$ cat src/rtl/alu_pkg.sv
// Shared definitions for the pipelined ALU: op-code values and the per-result
// flag bundle carried through both pipeline stages.
package alu_pkg;

  localparam int unsigned OPCODE_W = 4;

  localparam logic [OPCODE_W-1:0] OP_AND  = 4'h1;
  localparam logic [OPCODE_W-1:0] OP_OR   = 4'h2;
  localparam logic [OPCODE_W-1:0] OP_XOR  = 4'h3;
  localparam logic [OPCODE_W-1:0] OP_NOT  = 4'h4;
  localparam logic [OPCODE_W-1:0] OP_ADD  = 4'h5;
  localparam logic [OPCODE_W-1:0] OP_SUB  = 4'h6;
  localparam logic [OPCODE_W-1:0] OP_SRL  = 4'h7;
  localparam logic [OPCODE_W-1:0] OP_SLL  = 4'h8;
  localparam logic [OPCODE_W-1:0] OP_SRA  = 4'h9;
  localparam logic [OPCODE_W-1:0] OP_ROL  = 4'hA;
  localparam logic [OPCODE_W-1:0] OP_ROR  = 4'hB;
  localparam logic [OPCODE_W-1:0] OP_ADDC = 4'hC;
  localparam logic [OPCODE_W-1:0] OP_SUBC = 4'hD;

  // Flag part of the stage payload; the result word travels beside it because
  // its width is a per-instance parameter.
  typedef struct packed {
    logic carry;
    logic zero;
    logic illegal;
  } alu_flags_t;

endpackage

$ cat src/rtl/alu_pipe_if.sv
// Issue/writeback bus of the pipelined ALU.
//   slave  : ALU side (takes operations, drives results)
//   master : issue/writeback side
interface alu_pipe_if #(
  parameter int unsigned WIDTH = 8
);
  localparam int unsigned SHIFT_W = $clog2(WIDTH);

  logic                          in_valid;
  logic                          in_ready;
  logic [alu_pkg::OPCODE_W-1:0]  op_code;
  logic [WIDTH-1:0]              operand_1;
  logic [WIDTH-1:0]              operand_2;
  logic [SHIFT_W-1:0]            shift_rotate;
  logic                          out_valid;
  logic                          out_ready;
  logic [WIDTH-1:0]              result;
  logic                          carry;
  logic                          zero;
  logic                          illegal;

  modport slave (
    input  in_valid, op_code, operand_1, operand_2, shift_rotate, out_ready,
    output in_ready, out_valid, result, carry, zero, illegal
  );

  modport master (
    output in_valid, op_code, operand_1, operand_2, shift_rotate, out_ready,
    input  in_ready, out_valid, result, carry, zero, illegal
  );

endinterface

$ cat src/rtl/alu_exec.sv
// Combinational ALU core.
//   op_code, operand_1, operand_2, shift_rotate, c_in -> result, flags
// Arithmetic runs at WIDTH+1 bits; bit WIDTH is the carry (add) or borrow (sub).
module alu_exec
  import alu_pkg::*;
#(
  parameter int unsigned WIDTH   = 8,
  parameter int unsigned SHIFT_W = $clog2(WIDTH)
) (
  input  logic [OPCODE_W-1:0] op_code,
  input  logic [WIDTH-1:0]    operand_1,
  input  logic [WIDTH-1:0]    operand_2,
  input  logic [SHIFT_W-1:0]  shift_rotate,
  input  logic                c_in,
  output logic [WIDTH-1:0]    result,
  output alu_flags_t          flags
);

  localparam int unsigned W1    = WIDTH + 1;
  localparam int unsigned AMT_W = SHIFT_W + 1;
  localparam logic [AMT_W-1:0] WIDTH_AMT = AMT_W'(WIDTH);

  logic [WIDTH:0]     ext_a;
  logic [WIDTH:0]     ext_b;
  logic               use_cin;
  logic [WIDTH:0]     add_res;
  logic [WIDTH:0]     sub_res;
  logic [WIDTH:0]     shl;
  logic [WIDTH:0]     shr;
  logic [WIDTH:0]     sra;
  logic [AMT_W-1:0]   inv_amt;
  logic [WIDTH-1:0]   rol;
  logic [WIDTH-1:0]   ror;
  logic               amt_nz;
  logic [WIDTH-1:0]   res;
  logic               cy;
  logic               ill;

  always_comb begin
    ext_a   = {1'b0, operand_1};
    ext_b   = {1'b0, operand_2};
    use_cin = (op_code == OP_ADDC) || (op_code == OP_SUBC);
    add_res = ext_a + ext_b + W1'(c_in & use_cin);
    sub_res = ext_a - ext_b - W1'(c_in & use_cin);
    amt_nz  = (shift_rotate != '0);

    // Shifts carry one guard bit so the last bit shifted out lands in it;
    // with a zero amount the guard bit stays 0.
    shl = ext_a << shift_rotate;
    shr = {operand_1, 1'b0} >> shift_rotate;
    sra = $unsigned($signed({operand_1, 1'b0}) >>> shift_rotate);

    // Shifting by WIDTH clears the wrap-around term, so amount 0 is a no-op.
    inv_amt = WIDTH_AMT - {1'b0, shift_rotate};
    rol     = (operand_1 << shift_rotate) | (operand_1 >> inv_amt);
    ror     = (operand_1 >> shift_rotate) | (operand_1 << inv_amt);

    res = '0;
    cy  = 1'b0;
    ill = 1'b0;
    case (op_code)
      OP_AND:  res = operand_1 & operand_2;
      OP_OR:   res = operand_1 | operand_2;
      OP_XOR:  res = operand_1 ^ operand_2;
      OP_NOT:  res = ~operand_1;
      OP_ADD, OP_ADDC: begin
        res = add_res[WIDTH-1:0];
        cy  = add_res[WIDTH];
      end
      OP_SUB, OP_SUBC: begin
        res = sub_res[WIDTH-1:0];
        cy  = sub_res[WIDTH];
      end
      OP_SRL: begin
        res = shr[WIDTH:1];
        cy  = shr[0];
      end
      OP_SLL: begin
        res = shl[WIDTH-1:0];
        cy  = shl[WIDTH];
      end
      OP_SRA: begin
        res = sra[WIDTH:1];
        cy  = sra[0];
      end
      OP_ROL: begin
        res = rol;
        cy  = amt_nz & rol[0];
      end
      OP_ROR: begin
        res = ror;
        cy  = amt_nz & ror[WIDTH-1];
      end
      default: ill = 1'b1;
    endcase

    result        = res;
    flags.carry   = cy;
    flags.zero    = (res == '0);
    flags.illegal = ill;
  end

endmodule

$ cat src/rtl/alu_pipe.sv
// Two-stage pipelined ALU with valid/ready on both sides.
//   clk, reset_n (async, active-low), clear (synchronous flush)
//   bus : alu_pipe_if.slave -- operation in, result/carry/zero/illegal out
// S1 holds the freshly executed op, S2 drives the outputs. carry_flag chains
// ADDC/SUBC and is updated at accept time so back-to-back ops never stall.
module alu_pipe
  import alu_pkg::*;
#(
  parameter int unsigned WIDTH = 8
) (
  input  logic       clk,
  input  logic       reset_n,
  input  logic       clear,
  alu_pipe_if.slave  bus
);

  localparam int unsigned SHIFT_W = $clog2(WIDTH);

  logic [WIDTH-1:0] exec_result;
  alu_flags_t       exec_flags;

  logic             s1_valid;
  logic [WIDTH-1:0] s1_result;
  alu_flags_t       s1_flags;
  logic             s2_valid;
  logic [WIDTH-1:0] s2_result;
  alu_flags_t       s2_flags;
  logic             carry_flag;

  logic             s2_load_c;
  logic             s1_free_c;
  logic             accept_c;

  alu_exec #(
    .WIDTH   (WIDTH),
    .SHIFT_W (SHIFT_W)
  ) u_exec (
    .op_code      (bus.op_code),
    .operand_1    (bus.operand_1),
    .operand_2    (bus.operand_2),
    .shift_rotate (bus.shift_rotate),
    .c_in         (carry_flag),
    .result       (exec_result),
    .flags        (exec_flags)
  );

  // Stage advance conditions; in_ready depends only on state, out_ready and clear.
  assign s2_load_c    = !s2_valid || bus.out_ready;
  assign s1_free_c    = !s1_valid || s2_load_c;
  assign bus.in_ready = s1_free_c && !clear;
  assign accept_c     = bus.in_valid && bus.in_ready;

  // Pipeline registers and chained carry; clear outranks accept and advance.
  always_ff @(posedge clk or negedge reset_n) begin
    if (!reset_n) begin
      s1_valid   <= 1'b0;
      s1_result  <= '0;
      s1_flags   <= '0;
      s2_valid   <= 1'b0;
      s2_result  <= '0;
      s2_flags   <= '0;
      carry_flag <= 1'b0;
    end else if (clear) begin
      s1_valid   <= 1'b0;
      s2_valid   <= 1'b0;
      carry_flag <= 1'b0;
    end else begin
      if (s2_load_c) begin
        s2_valid <= s1_valid;
        if (s1_valid) begin
          s2_result <= s1_result;
          s2_flags  <= s1_flags;
        end
      end
      if (s1_free_c) begin
        s1_valid <= accept_c;
      end
      if (accept_c) begin
        s1_result <= exec_result;
        s1_flags  <= exec_flags;
        if (!exec_flags.illegal) begin
          carry_flag <= exec_flags.carry;
        end
      end
    end
  end

  assign bus.out_valid = s2_valid;
  assign bus.result    = s2_result;
  assign bus.carry     = s2_flags.carry;
  assign bus.zero      = s2_flags.zero;
  assign bus.illegal   = s2_flags.illegal;

endmodule

$ cat src/flat_wrapper.sv
// flat-port wrapper written by rule: the top's interface ports become plain ports
module alu_pipe_flat import alu_pkg::*;
#(
  parameter int unsigned WIDTH = 8
)
  (clk, reset_n, clear, bus_in_valid, bus_op_code, bus_operand_1, bus_operand_2, bus_shift_rotate, bus_out_ready, bus_in_ready, bus_out_valid, bus_result, bus_carry, bus_zero, bus_illegal);
  alu_pipe_if #(.WIDTH(WIDTH)) bus_i ();
  input  logic clk;
  input  logic reset_n;
  input  logic clear;
  input wire logic [$bits(bus_i.in_valid)-1:0] bus_in_valid;
  input wire logic [$bits(bus_i.op_code)-1:0] bus_op_code;
  input wire logic [$bits(bus_i.operand_1)-1:0] bus_operand_1;
  input wire logic [$bits(bus_i.operand_2)-1:0] bus_operand_2;
  input wire logic [$bits(bus_i.shift_rotate)-1:0] bus_shift_rotate;
  input wire logic [$bits(bus_i.out_ready)-1:0] bus_out_ready;
  output wire logic [$bits(bus_i.in_ready)-1:0] bus_in_ready;
  output wire logic [$bits(bus_i.out_valid)-1:0] bus_out_valid;
  output wire logic [$bits(bus_i.result)-1:0] bus_result;
  output wire logic [$bits(bus_i.carry)-1:0] bus_carry;
  output wire logic [$bits(bus_i.zero)-1:0] bus_zero;
  output wire logic [$bits(bus_i.illegal)-1:0] bus_illegal;
  assign bus_i.in_valid = bus_in_valid;
  assign bus_i.op_code = bus_op_code;
  assign bus_i.operand_1 = bus_operand_1;
  assign bus_i.operand_2 = bus_operand_2;
  assign bus_i.shift_rotate = bus_shift_rotate;
  assign bus_i.out_ready = bus_out_ready;
  assign bus_in_ready = bus_i.in_ready;
  assign bus_out_valid = bus_i.out_valid;
  assign bus_result = bus_i.result;
  assign bus_carry = bus_i.carry;
  assign bus_zero = bus_i.zero;
  assign bus_illegal = bus_i.illegal;
  alu_pipe #(.WIDTH(WIDTH)) u_core (.clk(clk), .reset_n(reset_n), .clear(clear), .bus(bus_i));
endmodule
$ cat config.mk
export PLATFORM = sky130hd
export DESIGN_NAME = alu_pipe_flat
export DESIGN_NICKNAME = d
export VERILOG_FILES = /design/src/rtl/alu_pkg.sv /design/src/rtl/alu_pipe_if.sv /design/src/rtl/alu_exec.sv /design/src/rtl/alu_pipe.sv /design/src/flat_wrapper.sv
export SDC_FILE = /design/constraint.sdc
export NUM_CORES = 1
export LEC_CHECK = 0
export BUFFER_PORTS_ARGS = -buffer_cell sky130_fd_sc_hd__clkbuf_2
export CAP_MARGIN = 20
export CORE_UTILIZATION = 65
export DETAILED_ROUTE_END_ITERATION = 8
export PLACE_DENSITY_LB_ADDON = 0.25
export SLEW_MARGIN = 5
export SYNTH_ARGS = -nofsm -noshare
export SYNTH_HDL_FRONTEND = slang
export SYNTH_SLANG_ARGS = --single-unit
$ cat constraint.sdc
create_clock -name clk -period 5.2 [get_ports clk]
set_input_delay 0.78 -clock clk [delete_from_list [all_inputs] [get_ports clk]]
set_output_delay 0.78 -clock clk [all_outputs]
set_load 0.03 [all_outputs]
==> After elaboration in Yosys (flattened, before gate mapping) <==
Cells that the tools add are included.
{ "op_classes": {"add_sub_neg": 5, "multipliers": 0, "n_div": 0, "n_lt_le_gt_ge": 0, "eq_ne": 13, "n_shift": 7, "muxes": 10, "bitwise_logic": 10, "n_reduce_logical": 20} }
{ "op_table": {"columns": ["operator", "n"], "rows": [
  ["8-bit one-hot mux with 11 select lines", 1],
  ["4-bit == test, second input constant", 6],
  ["8-bit OR", 3],
  ["4-bit by 3-bit == test with 1-bit output, second input constant", 4],
  ["13-bit OR reduction", 1],
  ["8-bit by 8-bit adder with 9-bit output", 1],
  ["9-bit adder", 1],
  ["8-bit by 3-bit left shift with 9-bit output", 1],
  ["9-bit by 3-bit >> shifter with 9-bit output", 1],
  ["9-bit by 3-bit >>> shifter with 9-bit output", 1],
  ["8-bit by 8-bit subtractor with 9-bit output", 1],
  ["9-bit by 1-bit subtractor with 9-bit output", 1],
  ["8-bit bitwise AND", 1],
  ["4-bit by 2-bit == test with 1-bit output, second input constant", 2],
  ["8-bit logical NOT", 1],
  ["1-bit two-way mux", 8],
  ["8-bit NOT", 1],
  ["2-bit nonzero test", 4],
  ["8-bit by 3-bit left shift with 8-bit output", 1],
  ["8-bit by 4-bit left shift with 8-bit output", 1],
  ["8-bit by 3-bit >> shifter with 8-bit output", 1],
  ["8-bit by 4-bit >> shifter with 8-bit output", 1],
  ["8-bit bitwise XOR", 1],
  ["1-bit one-hot mux with 7 select lines", 1],
  ["11 further kinds", 20]
]} }
{ "word_totals": {"regBits": 25, "latchBits": 0, "ramBits": 0, "rom_bits": 0, "input_bits": 28, "output_inout_bits": 13, "wordCells": 76, "n_memories": 0} }

==> Longest topological paths before layout <==
{ "depth": {"word_depth": 8, "depth_mapped": 16} }

==> By module <==
A second synthesis with hierarchy kept.
{ "hier_totals": {"hier_cells": 467, "hier_area_um2": 3971.3} }
{ "by_module_without_submodules": {"columns": ["module", "instances", "cells_per_inst", "area_each_um2", "seq_area_each_um2"], "rows": [
  ["alu_exec", 1, 405, 2966.6, 0.0],
  ["alu_pipe", 1, 62, 1004.7, 625.6]
]} }

==> Worst setup path before layout <==
OpenSTA, ideal clock, no wires.
{ "synth_path": {"kind": "in2reg", "from": "input bus_op_code[3]", "to": "register u_core.s1_flags[1] (netlist bit)", "setup_ps": 68, "arrival_time_ps": 3541, "required_time_ps": 5132, "path_slack_ps": 1592, "cell_stages": 16, "path_buffers": 3, "cell_sequence": "buf_2 -> buf_2 -> buf_2 -> and3_1 -> inv_1 -> fa_1 -> inv_1 -> ha_1 -> o21a_1 -> nor3_1 -> o21ai_0 -> xor2_1 -> a211oi_2 -> o311ai_1 -> nor4_2 -> a32o_1"} }
{ "synth_via": {"elab_chain_cells": 6, "word_cells_on_any_way": 21, "classes_between": "add/sub (2); eq/ne (13); mux (1); bitwise (1); reduce/logical (4)"} }
{ "synth_lines": {"columns": ["item", "line", "text"], "rows": [
  ["start, declared", "flat_wrapper.sv:12", "input wire logic [$bits(bus_i.op_code)-1:0] bus_op_code;"],
  ["4-bit == test", "alu_exec.sv:42, alu_exec.sv:61", null],
  ["1-bit logical OR", "alu_exec.sv:42", "use_cin = (op_code == OP_ADDC) || (op_code == OP_SUBC);"],
  ["1-bit bitwise AND", "alu_exec.sv:43, alu_exec.sv:44", null],
  ["9-bit by 1-bit subtractor with 9-bit output / 9-bit adder (equally long branches)", "alu_exec.sv:44, alu_exec.sv:43", null],
  ["8-bit one-hot mux with 11 select lines (*)", "alu_exec.sv:61", "case (op_code)"],
  ["8-bit logical NOT (*)", "alu_exec.sv:99", "flags.zero = (res == '0);"],
  ["end signal, assigned", "alu_pipe.sv:80", "s1_flags <= exec_flags;"],
  ["end, declared", "alu_pipe.sv:24", "alu_flags_t s1_flags;"]
]} }
Mark *: on every way between the ends. The rest lies on a longest branch, timed or not.
A chain may end at the register's enable or synchronous reset.

==> Worst setup path in the final report <==
{ "layout_path": {"from": "input bus_shift_rotate[1]", "to": "register u_core.s1_flags[1] (netlist bit)"} }
{ "layout_via": {"elab_chain_cells": 5, "word_cells_on_any_way": 12, "classes_between": "add/sub (1); shift (7); mux (1); bitwise (2); reduce/logical (1)"} }
{ "layout_lines": {"columns": ["item", "line", "text"], "rows": [
  ["start, declared", "flat_wrapper.sv:15", "input wire logic [$bits(bus_i.shift_rotate)-1:0] bus_shift_rotate;"],
  ["4-bit by 3-bit subtractor with 4-bit output", "alu_exec.sv:54", "inv_amt = WIDTH_AMT - {1'b0, shift_rotate};"],
  ["8-bit by 4-bit left shift with 8-bit output / 8-bit by 4-bit >> shifter with 8-bit output (equally long branches)", "alu_exec.sv:56, alu_exec.sv:55", null],
  ["8-bit OR, on equally long branches", "alu_exec.sv:56, alu_exec.sv:55", null],
  ["8-bit one-hot mux with 11 select lines (*)", "alu_exec.sv:61", null],
  ["8-bit logical NOT (*)", "alu_exec.sv:99", null]
]} }
Marks and branches as above.

==> metrics.txt <==
outcome=finished, final reports clean; maximum level of the CTS H-tree=1; sequential fraction of the synthesis area=around 16%; DRT antenna net count=0; global route overflow=0; PD cells=between 150 and 200 mW/mm^2; initial core utilization=67.1%; GR Util met3=5.11%; dpl cell area=between 0.004 and 0.005 sq mm; Post-Syn Nets=approximately 540; syn avg cell area=~8.3 sq um; Most Used Layer, Global Route=met2; Data required, critical path=around 5.4 ns; post_cts resized=0; GRT Util Overall=approximately 36%; setup bufs post-CTS=0; cell taking the most area after synthesis=dfrtp_1; 1st-iter DRT viols=between 300 and 400; Hold Path Class=reg2reg; DIE AREA=0.00643 sq mm; Core ar.=roughly 0.0059 sq mm; MaxCap Viol Count=0; grt met2 use=roughly 57%; TNS Setup=0 ns; kind of critical path=in2reg; Vias=~3,800; Final GP Congestion=~1; initial antenna violation count=0; VDD IR max=between 0.15 and 0.2 mV; drt via density=6.76; Synth top area share=~16%; Routed WL=around 11,000 microns; combinational power share=between 50% and 60%; top-count cell post-synth=nand2_1; sequential share of power=31.1%; number of global-route vias before repair=3,445; final setup violation count=0; period utilisation layout=between 80% and 90%; CP Capture Type=register; net load switching power=around 0.00036 W; largest net degree at the start of global routing=46; area delta synth->final=3.18%; Worst-path clk slew=roughly 0.080 ns; post-synthesis instance area=a little under 0.004 sq mm; TritonCTS clock tree=built; Synth async-reset ratio=100%; IO buf count=40; Pre-antenna DRT Iters=5; Setup Skew=0.00460 ns; top post-synthesis cells by count=nand2_1, nor2_1, o21ai_0, ha_1, inv_1; CTS Hold Buffers Added=0; Yosys cell types=78; clk buf depth=2; Skew-Pair Late Insertion Delay=0.27 ns; Synth warnings=0; final layout net count=around 550; first-pass GRT wire length=roughly 18,000 microns; row count=28; #FFs+latches synth=25; final hold slack=0.483 ns; internal power=~0.00046 W; # diodes=0; top cells by area, synth=dfrtp_1, ha_1, mux2i_1; LEAKAGE=between 1.5 and 2 nW; Final Cell Area=0.00410 sq mm; Slew Limit Fails=0; layout cells sized above 1=between 10% and 20%; placed wire-length estimate=8390 microns; maximum fanout along the worst path=30; Highest Clock Rate=about 240 MHz; worst-margin pin slew=a little over 0.8 ns; Die W=80.2 microns; Remaining DRCs=0; dominant synthesized flop cell=dfrtp_1; clk sinks=25; Fin. Hold Viols=0; Post-synth EDFFs=0; Critical Path AT=between 4 and 5 ns; M1 GR Usage=around 47%; max_slew headroom=a little under half; crit path time final=roughly 4.2 ns; Top Ports=a little over 40; Root Driver=clkbuf_8; Syn Inst Count=480; Net Sw Frac=43.5%; DR WL/cell=approximately 20 microns; chip height=80.2 microns; Clock power frac=13.5%; total CTS buffers=3; RSZ-0062 raised after global routing=no; Worst setup SP type=input pin
[cell type report]
class	instances	area (sq um)
multi-input combinational	386	3000
fill	500	1820
sequential	25	626
timing repair buffer	42	215
inverter	32	120
tap	75	93.8
clock buffer	4	45.0
[kinds of logic after synthesis]
| kind of cell | synth area share [%] |
|---|---|
| xor+xnor | 2.20 |
| flops | 15.7 |
| simple gates | 19.1 |
| mux | 16.5 |
| buf+inv | 8.76 |
| fa+ha+maj | 12.1 |
| compound gates | 25.5 |
[state kept, by name, indices dropped and copies added (netlist names)]
register and cells:
u_core.bus.carry 1, u_core.bus.illegal 1, u_core.bus.out_valid 1, u_core.bus.result 8, u_core.bus.zero 1, u_core.carry_flag 1, u_core.s1_flags 3, u_core.s1_result 8
u_core.s1_valid 1
[worst max-delay path: stages]
cell and delay (ns):
clkbuf_2 0.49, clkinv_1 0.41, ha_1 0.84, mux4_2 0.63, nand2_1 0.11, a21oi_1 0.07, nor4_1 0.55, nand2_1 0.15
nor4_2 0.16, a32o_1 0.19
[through the flow]
step	total power [W]	cells	setup WS [ns]	utilization, %
floorplan	0.000590	480	1.59	-
global placement	0.000696	560	0.881	68.5
detailed placement	0.000704	560	0.864	68.5
CTS	0.000814	564	1.14	69.2
global route	0.000876	564	0.809	69.2
finish	0.000820	564	1.04	69.2
[routing by layer]
metal,wire length (microns),part of all wire (%)
met3,1150,10
met2,5180,46
met1,4450,40
met5,0,0
met4,379,3.4
[cells in the final DEF, fill, tap and decap left out, types with 11 or more instances in the layout]
cell       n
clkbuf_2  40
nand2_1   38
nor2_1    37
o21ai_0   33
ha_1      32
inv_1     30
a21oi_1   29
mux2i_1   25
dfrtp_1   25
mux2_2    14
nand2b_1  11
[power by group through the flow]
stage                     Clock, W  Sequential [W]  Combinational [W]
final                     0.000110        0.000255           0.000454
after global routing      0.000122        0.000261           0.000493
after CTS                 0.000113        0.000256           0.000446
after detailed placement         0        0.000260           0.000444
after global placement           0        0.000257           0.000438
after floorplan                  0        0.000306           0.000284
[worst paths after layout]
path | startpoint | end | slack, ns | cells after the start
setup / recovery | bus_shift_rotate[1] | u_core.s1_flags[1]$_DFFE_PN0P_ | 1.04 | 10
hold / removal | u_core.s1_result[5]$_DFFE_PN0P_ | u_core.s1_result[5]$_DFFE_PN0P_ | 0.48 | 2
setup reg to reg | u_core.carry_flag$_DFFE_PN0P_ | u_core.s1_flags[1]$_DFFE_PN0P_ | 2.07 | 12
hold reg to reg | u_core.s1_result[5]$_DFFE_PN0P_ | u_core.s1_result[5]$_DFFE_PN0P_ | 0.48 | 2
max in group asynchronous | reset_n | u_core.bus.result[4]$_DFFE_PN0P_ | 4.31 | 1
min in group asynchronous | reset_n | u_core.carry_flag$_DFFE_PN0P_ | 0.50 | 1
No activity file was read; power rests on OpenSTA's default activity.
